**src/rtl/state_machine.sv**
```systemverilog
// Baccarat control FSM: sequences the four opening deals, applies the third-card
// rules to the datapath scores, and drives the win lights once the hand is decided.
module state_machine (
  input  logic       slow_clock,
  input  logic       resetb,
  input  logic [3:0] pscore,
  input  logic [3:0] dscore,
  input  logic [3:0] pcard3,
  output logic       load_pcard1,
  output logic       load_pcard2,
  output logic       load_pcard3,
  output logic       load_dcard1,
  output logic       load_dcard2,
  output logic       load_dcard3,
  output logic       player_win_light,
  output logic       dealer_win_light
);

  typedef enum logic [3:0] {
    ST_RESET   = 4'd0,
    ST_DEAL_P1 = 4'd1,
    ST_DEAL_D1 = 4'd2,
    ST_DEAL_P2 = 4'd3,
    ST_DEAL_D2 = 4'd4,
    ST_CHECK   = 4'd5,
    ST_DEAL_P3 = 4'd6,
    ST_CHECK_D = 4'd7,
    ST_DEAL_D3 = 4'd8,
    ST_DONE    = 4'd9
  } state_t;

  state_t state_q;
  state_t state_d;

  logic natural;
  logic dealer_draws;

  always_ff @(posedge slow_clock or negedge resetb) begin
    if (!resetb) begin
      state_q <= ST_RESET;
    end else begin
      state_q <= state_d;
    end
  end

  // Out-of-range scores (10-15) land on the >=8 side and therefore count as a natural.
  always_comb begin
    natural = (pscore >= 4'd8) || (dscore >= 4'd8);
  end

  // Banker's draw table once the player has taken a third card.
  always_comb begin
    dealer_draws = 1'b0;
    case (dscore)
      4'd0, 4'd1, 4'd2: dealer_draws = 1'b1;
      4'd3:             dealer_draws = (pcard3 != 4'd8);
      4'd4:             dealer_draws = (pcard3 >= 4'd2) && (pcard3 <= 4'd7);
      4'd5:             dealer_draws = (pcard3 >= 4'd4) && (pcard3 <= 4'd7);
      4'd6:             dealer_draws = (pcard3 >= 4'd6) && (pcard3 <= 4'd7);
      default:          dealer_draws = 1'b0;
    endcase
  end

  always_comb begin
    state_d = state_q;
    case (state_q)
      ST_RESET:   state_d = ST_DEAL_P1;
      ST_DEAL_P1: state_d = ST_DEAL_D1;
      ST_DEAL_D1: state_d = ST_DEAL_P2;
      ST_DEAL_P2: state_d = ST_DEAL_D2;
      ST_DEAL_D2: state_d = ST_CHECK;
      ST_CHECK: begin
        if (natural) begin
          state_d = ST_DONE;
        end else if (pscore <= 4'd5) begin
          state_d = ST_DEAL_P3;
        end else if (dscore <= 4'd5) begin
          state_d = ST_DEAL_D3;
        end else begin
          state_d = ST_DONE;
        end
      end
      ST_DEAL_P3: state_d = ST_CHECK_D;
      ST_CHECK_D: state_d = dealer_draws ? ST_DEAL_D3 : ST_DONE;
      ST_DEAL_D3: state_d = ST_DONE;
      ST_DONE:    state_d = ST_DONE;
      default:    state_d = ST_RESET;
    endcase
  end

  always_comb begin
    load_pcard1      = (state_q == ST_DEAL_P1);
    load_dcard1      = (state_q == ST_DEAL_D1);
    load_pcard2      = (state_q == ST_DEAL_P2);
    load_dcard2      = (state_q == ST_DEAL_D2);
    load_pcard3      = (state_q == ST_DEAL_P3);
    load_dcard3      = (state_q == ST_DEAL_D3);
    player_win_light = (state_q == ST_DONE) && (pscore >= dscore);
    dealer_win_light = (state_q == ST_DONE) && (dscore >= pscore);
  end

endmodule

```
**config.mk**
```make
export PLATFORM = sky130hd
export DESIGN_NAME = state_machine
export DESIGN_NICKNAME = d
export VERILOG_FILES = /design/src/rtl/state_machine.sv
export SDC_FILE = /design/constraint.sdc
export NUM_CORES = 1
export LEC_CHECK = 0
export ABC_AREA = 1
export CAP_MARGIN = 10
export CORE_AREA = 3 3 40 42
export DETAILED_ROUTE_END_ITERATION = 16
export DIE_AREA = 0 0 43 45
export GPL_TIMING_DRIVEN = 0
export HOLD_SLACK_MARGIN = 0.02
export PLACE_DENSITY = 0.68
export SETUP_SLACK_MARGIN = 0.1
export SKIP_CTS_REPAIR_TIMING = 1
export SLEW_MARGIN = 20
export SYNTH_ARGS = -nofsm -noshare
export SYNTH_HDL_FRONTEND = slang
export SYNTH_SLANG_ARGS = --single-unit
```
**constraint.sdc**
```tcl
create_clock -name slow_clock -period 3.3 [get_ports slow_clock]
set_clock_uncertainty 0.2 [all_clocks]
set_input_delay 0.495 -clock slow_clock [delete_from_list [all_inputs] [get_ports slow_clock]]
set_output_delay 0.495 -clock slow_clock [all_outputs]
set_load 0.02 [all_outputs]
```
# After elaboration in Yosys (flattened, before gate mapping)
# Cells that the tools add are included.
# totals
regBits,4
input_bits,14
output_inout_bits,8
elab_cells,43
# op_classes
n_lt_le_gt_ge,10
eq_ne,16
n_mux,6
reduce_logical,10
# ops
op,count
one-hot mux 4 bit (9 select lines),1
"equality test 4 x 3 -> 1 bit, second input constant",7
"equality test 4 x 2 -> 1 bit, second input constant",4
"less-or-equal comparator 4 x 3 -> 1 bit, second input constant",3
"equality test 4 x 1 -> 1 bit, second input constant",2
"equality test 4 bit, second input constant",2
"greater-or-equal comparator 4 x 3 -> 1 bit, second input constant",2
greater-or-equal comparator 4 bit,2
"greater-or-equal comparator 4 bit, second input constant",2
logical NOT 4 bit,2
two-way mux 4 bit,2
logical AND 1 bit,5
one-hot mux 1 bit (5 select lines),1
"greater-or-equal comparator 4 x 2 -> 1 bit, second input constant",1
"!= test 4 bit, second input constant",1
OR reduction 3 bit,1
two-way mux 1 bit,2
OR reduction 2 bit,1
logical OR 1 bit,1

# Logic depth before layout (Yosys ltp)
# Gate-level depths: netlist of the first run.
# logic_depth
ltp_word,5
ltp_mapped,8
depth_no_buf,8

# Least setup slack after synthesis of the first run
# OpenSTA, ideal clock, no wires.
# synth_timing
path_type,input port to output port
start,in pscore[1]
end,out player_win_light
arrival_time_ns,1.323
required_ns,2.605
slack_ns,1.282
stages,7
path_buffers,0
path_cell_list,inv_1 -> ha_1 -> inv_1 -> o21bai_1 -> nand3_1 -> nand3_1 -> a21boi_2
# synth_via
elab_chain_len,2
# synth_rtl
item,line_no,rtl
"start, declared",6,"input logic [3:0] pscore,"
greater-or-equal comparator 4 bit,98,player_win_light = (state_q == ST_DONE) && (pscore >= dscore);
logical AND 1 bit,98,
"end, declared",15,"output logic player_win_light,"
# Every way passes these cells.

# Worst setup path after layout of the first run
# layout_timing
start,in pscore[1]
end,out dealer_win_light
# layout_via
elab_chain_len,2
# layout_rtl
item,line_no,rtl
greater-or-equal comparator 4 bit,99,dealer_win_light = (state_q == ST_DONE) && (dscore >= pscore);
logical AND 1 bit,99,
"end, declared",16,output logic dealer_win_light
# Every way passes these cells.

==> run summary, run 1 <==
Via density: 4.661
Hold Vio Cnt, Final: 0
Die Ht: 45 µm
first-pass GRT wire length: 1711 µm
initial antenna violation count: 0
fillers: 138
Power Dens Cells: 542.1 nW/µm²
post-synthesis cell type count: 17
final wirelength: 988 µm
share of cells above drive strength 1: 0.08511
synthesized flop and latch total: 4
Final Max Slew Viols: 0
Antenna Nets Post-Route: 0
Post-Synth XOR/XNOR Area: 0
Sequential Power Share: 0.241
CTS Buf Count: 3
grt ovf: 0
Worst EP required: 2.60 ns
Synth area leaders: dfrtp_1 (23%), nand2_1 (14%), inv_1 (13%)
Yosys Warn Count: 0
Final Power: 375.1 µW
Hold Path Class: in -> async
register area share after synthesis: 0.2273
Main synth FF type: dfrtp_1
total number of vias: 508
Sw Share: 0.4449
die area: 1935 µm²
Ports: 22
Final #Nets: 114
Area growth, synth to finish: 57.10%
Setup Crit Path Kind: in -> out
Setup TNS: 0 ns
Sink Count: 4
cell area after synthesis: 440.4 µm²
Starting Density: 0.3427
P_leak: 0.3509 nW
crit-path max FO: 2
hpwl dp: 860.4 µm
All-Layer GR Usage: 0.1229
RSZ-0062 raised after global routing: false
largest family of logic cells by synthesized area: simple AND/OR/NAND/NOR gates
setup ws final: 0.3062 ns
# rows: 13
vias in the first global route: 486
Clk network pwr share: 0.165
Buffers on Ports: 21
result of the run: complete, no violations
max reg flops: 4
Synth Instances: 70
Worst-Skew Late Latency: 0.24 ns
Worst Setup End Kind: output port
crit path launch: pscore[1]
Fmax: 334.0 MHz
CTS root buf: clkbuf_4
largest net degree at the start of global routing: 8
post-synthesis adder-cell area fraction: 0.1136
most common cell after layout, fill and taps aside: clkdlybuf4s50_1
drt drc: 0
net switching power: 166.9 µW
Tightest Pin Transition: 0.2877 ns
period utilisation layout: 0.9072
Biggest register: state_q
final setup violation count: 0
Slew headroom: 0.8067
Comb power frac: 0.593
Synth area leader: dfrtp_1
clk buf depth: 2
top flop regs: state_q (4)
register cell area after layout: 100.1 µm²
post-synthesis compound-gate area fraction: 0.1136
CTS tree: yes
post-layout min period: 2.994 ns
r2r setup slk: 2.00 ns
EDFF count, synth: 0
internal power: 208.2 µW
top cell type's share of synthesized area: 0.2273
syn_nets: 88
Synth Area per Inst: 6.292 µm²
DR pass1 iterations: 2
Clock Pin Slew Worst Setup and Hold Paths: 0.04 ns
reg-to-reg startpoint: state_q[3]$_DFF_PN0_
core area: 1285 µm²
Simple-Gate Fraction of Synth Area: 0.4176
share of synthesized registers carrying an async set or reset: 1.000
Antenna Cells: 0
most frequent cells in the layout: clkdlybuf4s50_1 (21), nand2_1 (17), inv_1 (15), nor2_1 (8)
Max IR drop VDD: 0.1880 mV
H-tree Lvls: 1
Routed WL per cell: 9.064 µm
DR iter-0 viols: 5
mux cell area share after synthesis: 0
area of the multi-input gates: 284.0 µm²
die width: 43 µm
Arrival @ worst endpoint: 2.30 ns
startpoint types: primary input
max-cap viol count: 0
GPL Wtd Cong: 0.7494
pre-CTS WS: 0.2865 ns
==> area by class of cell <==
type                       instances  share of cell area
clock buffer                       3             0.03255
inverter                          15             0.08137
multi-input combinational         51              0.4105
sequential                         4              0.1447
tap                               15             0.02712
timing repair buffer              21              0.3038
==> layer usage <==
layer	vias up	track usage	wire length, µm
met3	3	0.03586	71
met2	23	0.2216	474
met5	-	0	0
li1	273	-	-
met1	209	0.1122	419
met4	0	0.1084	23
==> cell usage after synthesis (2+ instances only) <==
cell	count
nand3b_1	2
inv_1	15
nor2_1	8
nand4_1	2
o21bai_1	2
ha_1	4
nor3_1	4
nand2_1	17
o21ai_0	2
dfrtp_1	4
nand3_1	4
==> kinds of logic after synthesis <==
family	Yosys count
and+or+nand+nor	40
buffers and inverters	15
AOI/OAI and AO/OA	7
adders and majority gates	4
DFF	4
==> path summary, 6_finish.rpt <==
| check | endpoint | depth (start not counted) |
|---|---|---|
| hold reg to reg | state_q[2]$_DFF_PN0_ | 3 |
| min in group slow_clock | state_q[2]$_DFF_PN0_ | 3 |
| setup / recovery | dealer_win_light | 10 |
| max in group asynchronous | state_q[0]$_DFF_PN0_ | 1 |
| setup reg to reg | state_q[1]$_DFF_PN0_ | 5 |
| hold / removal | state_q[3]$_DFF_PN0_ | 1 |
==> critical path, stage by stage <==
cell and delay [ns]:
clkdlybuf4s50_1 0.45, inv_1 0.05, ha_1 0.29, inv_1 0.04, o21bai_1 0.11, nand3_1 0.10
nand4_1 0.08, nand2_1 0.05, inv_1 0.05, clkdlybuf4s50_1 0.59
==> stage by stage <==
stage / area (µm²) / hold slack [ns] / utilization / cells
after detailed placement: 669.4 / 0.4039 / 0.5209 / 106
after global placement: 669.4 / 0.4032 / 0.5209 / 106
after CTS: 691.9 / 0.2469 / 0.5385 / 109
after global routing: 691.9 / 0.2584 / 0.5385 / 109
final: 691.9 / 0.2527 / 0.5385 / 109
after floorplan: 440.4 / -0.0005910 / - / 70
==> power by group through the flow <==
stage | clock network (mW) | logic, mW | registers [mW]
detailed placement | 0 | 0.224 | 0.0909
finish | 0.0620 | 0.222 | 0.0905
global route | 0.0718 | 0.245 | 0.0928
floorplan | 0 | 0.141 | 0.0854
global placement | 0 | 0.222 | 0.0921
CTS | 0.0654 | 0.224 | 0.0904
Power figures use the tool's default switching activity.
==> run 2, diff against run 1 <==
--- a/config.mk
+++ b/config.mk
@@ -10,7 +10,6 @@
 export CORE_AREA = 3 3 40 42
 export DETAILED_ROUTE_END_ITERATION = 16
 export DIE_AREA = 0 0 43 45
-export GPL_TIMING_DRIVEN = 0
 export HOLD_SLACK_MARGIN = 0.02
 export PLACE_DENSITY = 0.68
 export SETUP_SLACK_MARGIN = 0.1
==> run summary, run 2 (synthesis results as in run 1) <==
# rows: 13 (unchanged)
period utilisation layout: 0.9073 (about the same)
crit-path max FO: 2 (unchanged)
r2r setup slk: 1.99 ns (about the same)
Final Max Slew Viols: 0 (unchanged)
Arrival @ worst endpoint: 2.30 ns (about the same)
most frequent cells in the layout: clkdlybuf4s50_1 (21), nand2_1 (17), inv_1 (15), nor2_1 (8)
Antenna Cells: 0 (unchanged)
Worst EP required: 2.60 ns (about the same)
H-tree Lvls: 1 (unchanged)
fillers: 140 (+1.4%)
share of cells above drive strength 1: 0.08511 (unchanged)
Slew headroom: 0.8363 (+0.02958)
Setup Crit Path Kind: in -> out
largest net degree at the start of global routing: 8 (unchanged)
Die Ht: 45 µm (unchanged)
CTS Buf Count: 3 (unchanged)
Setup TNS: 0 ns (unchanged)
Biggest register: state_q
hpwl dp: 867.9 µm (+0.87%)
Max IR drop VDD: 0.1947 mV (+3.6%)
Fmax: 334.0 MHz (about the same)
area of the multi-input gates: 284.0 µm² (unchanged)
Hold Vio Cnt, Final: 0 (unchanged)
DR iter-0 viols: 5 (unchanged)
Final #Nets: 114 (unchanged)
Via density: 4.587 (-1.6%)
grt ovf: 0 (unchanged)
final wirelength: 969 µm (-1.9%)
Worst-Skew Late Latency: 0.23 ns (about the same)
post-layout min period: 2.994 ns (+0.0002590 ns)
Crit Reg-Reg Endpoint: state_q[0]$_DFF_PN0_
drt drc: 0 (unchanged)
Tightest Pin Transition: 0.2430 ns (-0.04472 ns)
P_leak: 0.3509 nW (unchanged)
Starting Density: 0.3427 (unchanged)
most common cell after layout, fill and taps aside: clkdlybuf4s50_1
crit-path cells: clkdlybuf4s50_1 > inv_1 > ha_1 > inv_1 > o21bai_1 > nand3_1 > nand3_1 > a21boi_2 > clkdlybuf4s50_1
clk buf depth: 2 (unchanged)
register cell area after layout: 100.1 µm² (unchanged)
total number of vias: 500 (-1.6%)
die area: 1935 µm² (unchanged)
core area: 1285 µm² (unchanged)
result of the run: complete, no violations
max reg flops: 4 (unchanged)
startpoint types: primary input
max-cap viol count: 0 (unchanged)
Buffers on Ports: 21 (unchanged)
CTS tree: yes
Ports: 22 (unchanged)
All-Layer GR Usage: 0.1169 (-0.006048)
Clock Pin Slew Worst Setup and Hold Paths: 0.04 ns (about the same)
Routed WL per cell: 8.890 µm (-1.9%)
top flop regs: state_q (4)
Worst Setup End Kind: output port
GPL Wtd Cong: 0.7410 (-1.1%)
RSZ-0062 raised after global routing: false
Antenna Nets Post-Route: 0 (unchanged)
Hold Path Class: in -> async
Power Dens Cells: 536.9 nW/µm² (-0.95%)
first-pass GRT wire length: 1725 µm (+0.82%)
vias in the first global route: 491 (+1.0%)
final core occ: 0.5385 (unchanged)
R2R cell count: 7 (+2)
reg-to-reg startpoint: state_q[1]$_DFF_PN0_
Area growth, synth to finish: 57.10% (unchanged)
final setup violation count: 0 (unchanged)
slowest stage cell, crit path: clkdlybuf4s50_1
CTS root buf: clkbuf_4
initial antenna violation count: 0 (unchanged)
die width: 43 µm (unchanged)
DR pass1 iterations: 3 (+1)
biggest cell delay along the critical path: 0.61 ns (+0.02 ns)
Sink Count: 4 (unchanged)
## run 2: area by class of cell
class                   count  area share
flip-flops and latches      4      0.1447
well taps                  15     0.02712
multi-input cells          51      0.4105
clock buffers               3     0.03255
inverters                  15     0.08137
repair buffers             21      0.3038
## run 2: metrics by stage
stage               area (µm²)  power (mW)  std cells  hold WS, ns  setup slack (ns)
floorplan                440.4      0.2265         70   -0.0005910             1.282
global placement         669.4      0.3132        106       0.4033            0.3195
detailed placement       669.4      0.3147        106       0.4138            0.2947
CTS                      691.9      0.3770        109       0.2554            0.2962
global route             691.9      0.4080        109       0.2654            0.1498
finish                   691.9      0.3715        109       0.2643            0.3059
## run 2: power by group
group	switching [mW]	internal, mW	leakage (nW)
clock	0.0182	0.0405	0.0138
combinational	0.125	0.0972	0.287
sequential	0.0207	0.0702	0.0505
total	0.164	0.208	0.351
## run 2: worst max-delay path: cells and delay by family
family                     cells  cell delay, ns
AOI/OAI and AO/OA              2            0.17
adders and majority gates      1            0.29
buffers and inverters          4            1.17
and+or+nand+nor                2            0.17
## run 2: metal layers
metal  vias up  global-route usage  wire, µm
met5         -                   0         0
met4         0             0.03614         0
met3         0             0.04781        62
met2        22              0.2186       451
met1       201              0.1189       456
li1        277                   -         -
## run 2: worst max-delay path by stage
stage,startpoint,end,slack (ns)
3_5_place_dp,pscore[1],player_win_light,0.29
2_1_floorplan,pscore[1],player_win_light,1.28
3_3_place_gp,pscore[1],player_win_light,0.32
6_report,pscore[1],player_win_light,0.31
4_1_cts,pscore[1],player_win_light,0.30
5_1_grt,pscore[1],dealer_win_light,0.15
==> run 3, diff against run 2 <==
--- a/config.mk
+++ b/config.mk
@@ -14,7 +14,7 @@
 export PLACE_DENSITY = 0.68
 export SETUP_SLACK_MARGIN = 0.1
 export SKIP_CTS_REPAIR_TIMING = 1
-export SLEW_MARGIN = 20
+export SLEW_MARGIN = 30
 export SYNTH_ARGS = -nofsm -noshare
 export SYNTH_HDL_FRONTEND = slang
 export SYNTH_SLANG_ARGS = --single-unit
==> constraint.sdc (replaced) <==
create_clock -name slow_clock -period 2.8 [get_ports slow_clock]
set_clock_uncertainty 0.2 [all_clocks]
set_input_delay 0.42 -clock slow_clock [delete_from_list [all_inputs] [get_ports slow_clock]]
set_output_delay 0.42 -clock slow_clock [all_outputs]
set_load 0.02 [all_outputs]
==> run summary, run 3 (synthesis results as in run 1) <==
core area: 1285 µm² (unchanged)
Buffers on Ports: 21 (unchanged)
P_leak: 0.4069 nW (+16%)
hpwl dp: 932.1 µm (+7.4%)
CTS tree: yes
CTS Buf Count: 3 (unchanged)
Starting Density: 0.3427 (unchanged)
reg-to-reg startpoint: state_q[1]$_DFF_PN0_
Slew headroom: 0.8110 (-0.02529)
Max IR drop VDD: 0.2083 mV (+7.0%)
vias in the first global route: 512 (+4.3%)
Sequential Power Share: 0.238 (-0.007)
DR iter-0 viols: 7 (+2)
max reg flops: 4 (unchanged)
die area: 1935 µm² (unchanged)
internal power: 248.5 µW (+20%)
Power Dens Cells: 617.1 nW/µm² (+15%)
final wirelength: 1069 µm (+10%)
Worst-Skew Late Latency: 0.25 ns (+0.02 ns)
net switching power: 200.1 µW (+22%)
# rows: 13 (unchanged)
period utilisation layout: 0.8918
Die Ht: 45 µm (unchanged)
result of the run: complete, no violations
Final #Nets: 118 (+3.5%)
Routed WL per cell: 9.460 µm (+6.4%)
Worst EP required: 2.18 ns (-0.42 ns)
grt ovf: 0 (unchanged)
max-cap viol count: 0 (unchanged)
r2r setup slk: 1.50 ns (-0.49 ns)
RSZ-0062 raised after global routing: false
Hold Vio Cnt, Final: 0 (unchanged)
Area growth, synth to finish: 65.06%
Final Instance Area: 726.9 µm² (+5.1%)
most frequent cells in the layout: clkdlybuf4s50_1 (19), nand2_1 (17), inv_1 (15), nor2_1 (8)
Clock Pin Slew Worst Setup and Hold Paths: 0.04 ns (about the same)
Crit Reg-Reg Endpoint: state_q[0]$_DFF_PN0_
drt drc: 0 (unchanged)
Sw Share: 0.4461 (+0.005717)
final core occ: 0.5657 (+0.02726)
Hold Path Class: in -> async
share of cells above drive strength 1: 0.1224 (+0.03734)
Via density: 4.735 (+3.2%)
H-tree Lvls: 1 (unchanged)
top flop regs: state_q (4)
Setup Crit Path Kind: in -> out
Worst Setup End Kind: output port
Sink Count: 4 (unchanged)
Biggest register: state_q
startpoint types: primary input
largest net degree at the start of global routing: 8 (unchanged)
Post-Place Cell Area: 699.4 µm² (+4.5%)
CTS root buf: clkbuf_4
Comb power frac: 0.594 (-0.003)
first-pass GRT wire length: 1821 µm (+5.6%)
clk buf depth: 2 (unchanged)
Clk network pwr share: 0.168 (+0.010)
most common cell after layout, fill and taps aside: clkdlybuf4s50_1
DR pass1 iterations: 4 (+1)
R2R cell count: 7 (unchanged)
post-layout min period: 2.497 ns
die width: 43 µm (unchanged)
Ports: 22 (unchanged)
Final Max Slew Viols: 0 (unchanged)
GPL Wtd Cong: 0.7643 (+3.1%)
All-Layer GR Usage: 0.1271 (+0.01023)
Fmax: 400.5 MHz
total number of vias: 535 (+7.0%)
crit-path max FO: 2 (unchanged)
Tightest Pin Transition: 0.2813 ns (+0.03834 ns)
initial antenna violation count: 0 (unchanged)
Arrival @ worst endpoint: 1.88 ns (-0.42 ns)
Antenna Cells: 0 (unchanged)
final setup violation count: 0 (unchanged)
Antenna Nets Post-Route: 0 (unchanged)
==> run 3: cell types whose count changed in the layout (fill, tap and decap cells not counted), sizes merged <==
cell and delta:
buf +4, clkdlybuf4s50 -2, dlymetal6s2s +2
==> run 3: stage by stage <==
step           std cells  hold WS, ns  setup WS, ns  TNS (ns)  power (mW)
2_1_floorplan         70     -0.07559        0.9317         0      0.2669
4_1_cts              113       0.1728      -0.08643   -0.1610      0.4527
3_5_place_dp         110       0.4159      -0.08671   -0.1635      0.3750
3_3_place_gp         110       0.4035      -0.03348  -0.05595      0.3735
5_1_grt              113       0.1928        0.2085         0      0.4865
6_report             113       0.1697        0.3029         0      0.4486
==> run 3: area by class of cell <==
| cell class | count | area [µm²] |
|---|---|---|
| tap | 15 | 18.77 |
| timing repair buffer | 25 | 245.2 |
| clock buffer | 3 | 22.52 |
| sequential | 4 | 100.1 |
| fill | 134 | 558.0 |
| inverter | 15 | 56.30 |
| multi-input combinational | 51 | 284.0 |
==> run 3: critical path, cell delays in order <==
cell and delay (ns):
clkdlybuf4s50_1 0.45, inv_1 0.05, ha_1 0.30, inv_1 0.06, o21bai_1 0.06, nand3_1 0.09, nand3_1 0.09, a21boi_2 0.12
dlymetal6s2s_1 0.23
==> run 3: layer usage <==
layer  wire (µm)  global-route usage
met1         402              0.1244
met2         569              0.2395
met3          74             0.02390
met4          23             0.09036
met5           0                   0
==> run 3: worst max-delay path by stage <==
stage	slack, ns	endpoint	cells past startpoint	from
3_3_place_gp	-0.03	player_win_light	9	pscore[1]
2_1_floorplan	0.93	player_win_light	7	pscore[1]
6_report	0.30	player_win_light	9	pscore[1]
5_1_grt	0.21	player_win_light	9	pscore[1]
4_1_cts	-0.09	dealer_win_light	10	pscore[1]
3_5_place_dp	-0.09	dealer_win_light	10	pscore[1]
==> run 3: power groups by stage <==
stage	Sequential [mW]	Combinational, mW	Clock (mW)
3_3_place_gp	0.108	0.265	0
6_report	0.107	0.267	0.0753
4_1_cts	0.107	0.269	0.0772
5_1_grt	0.110	0.294	0.0826
2_1_floorplan	0.101	0.166	0
3_5_place_dp	0.107	0.268	0
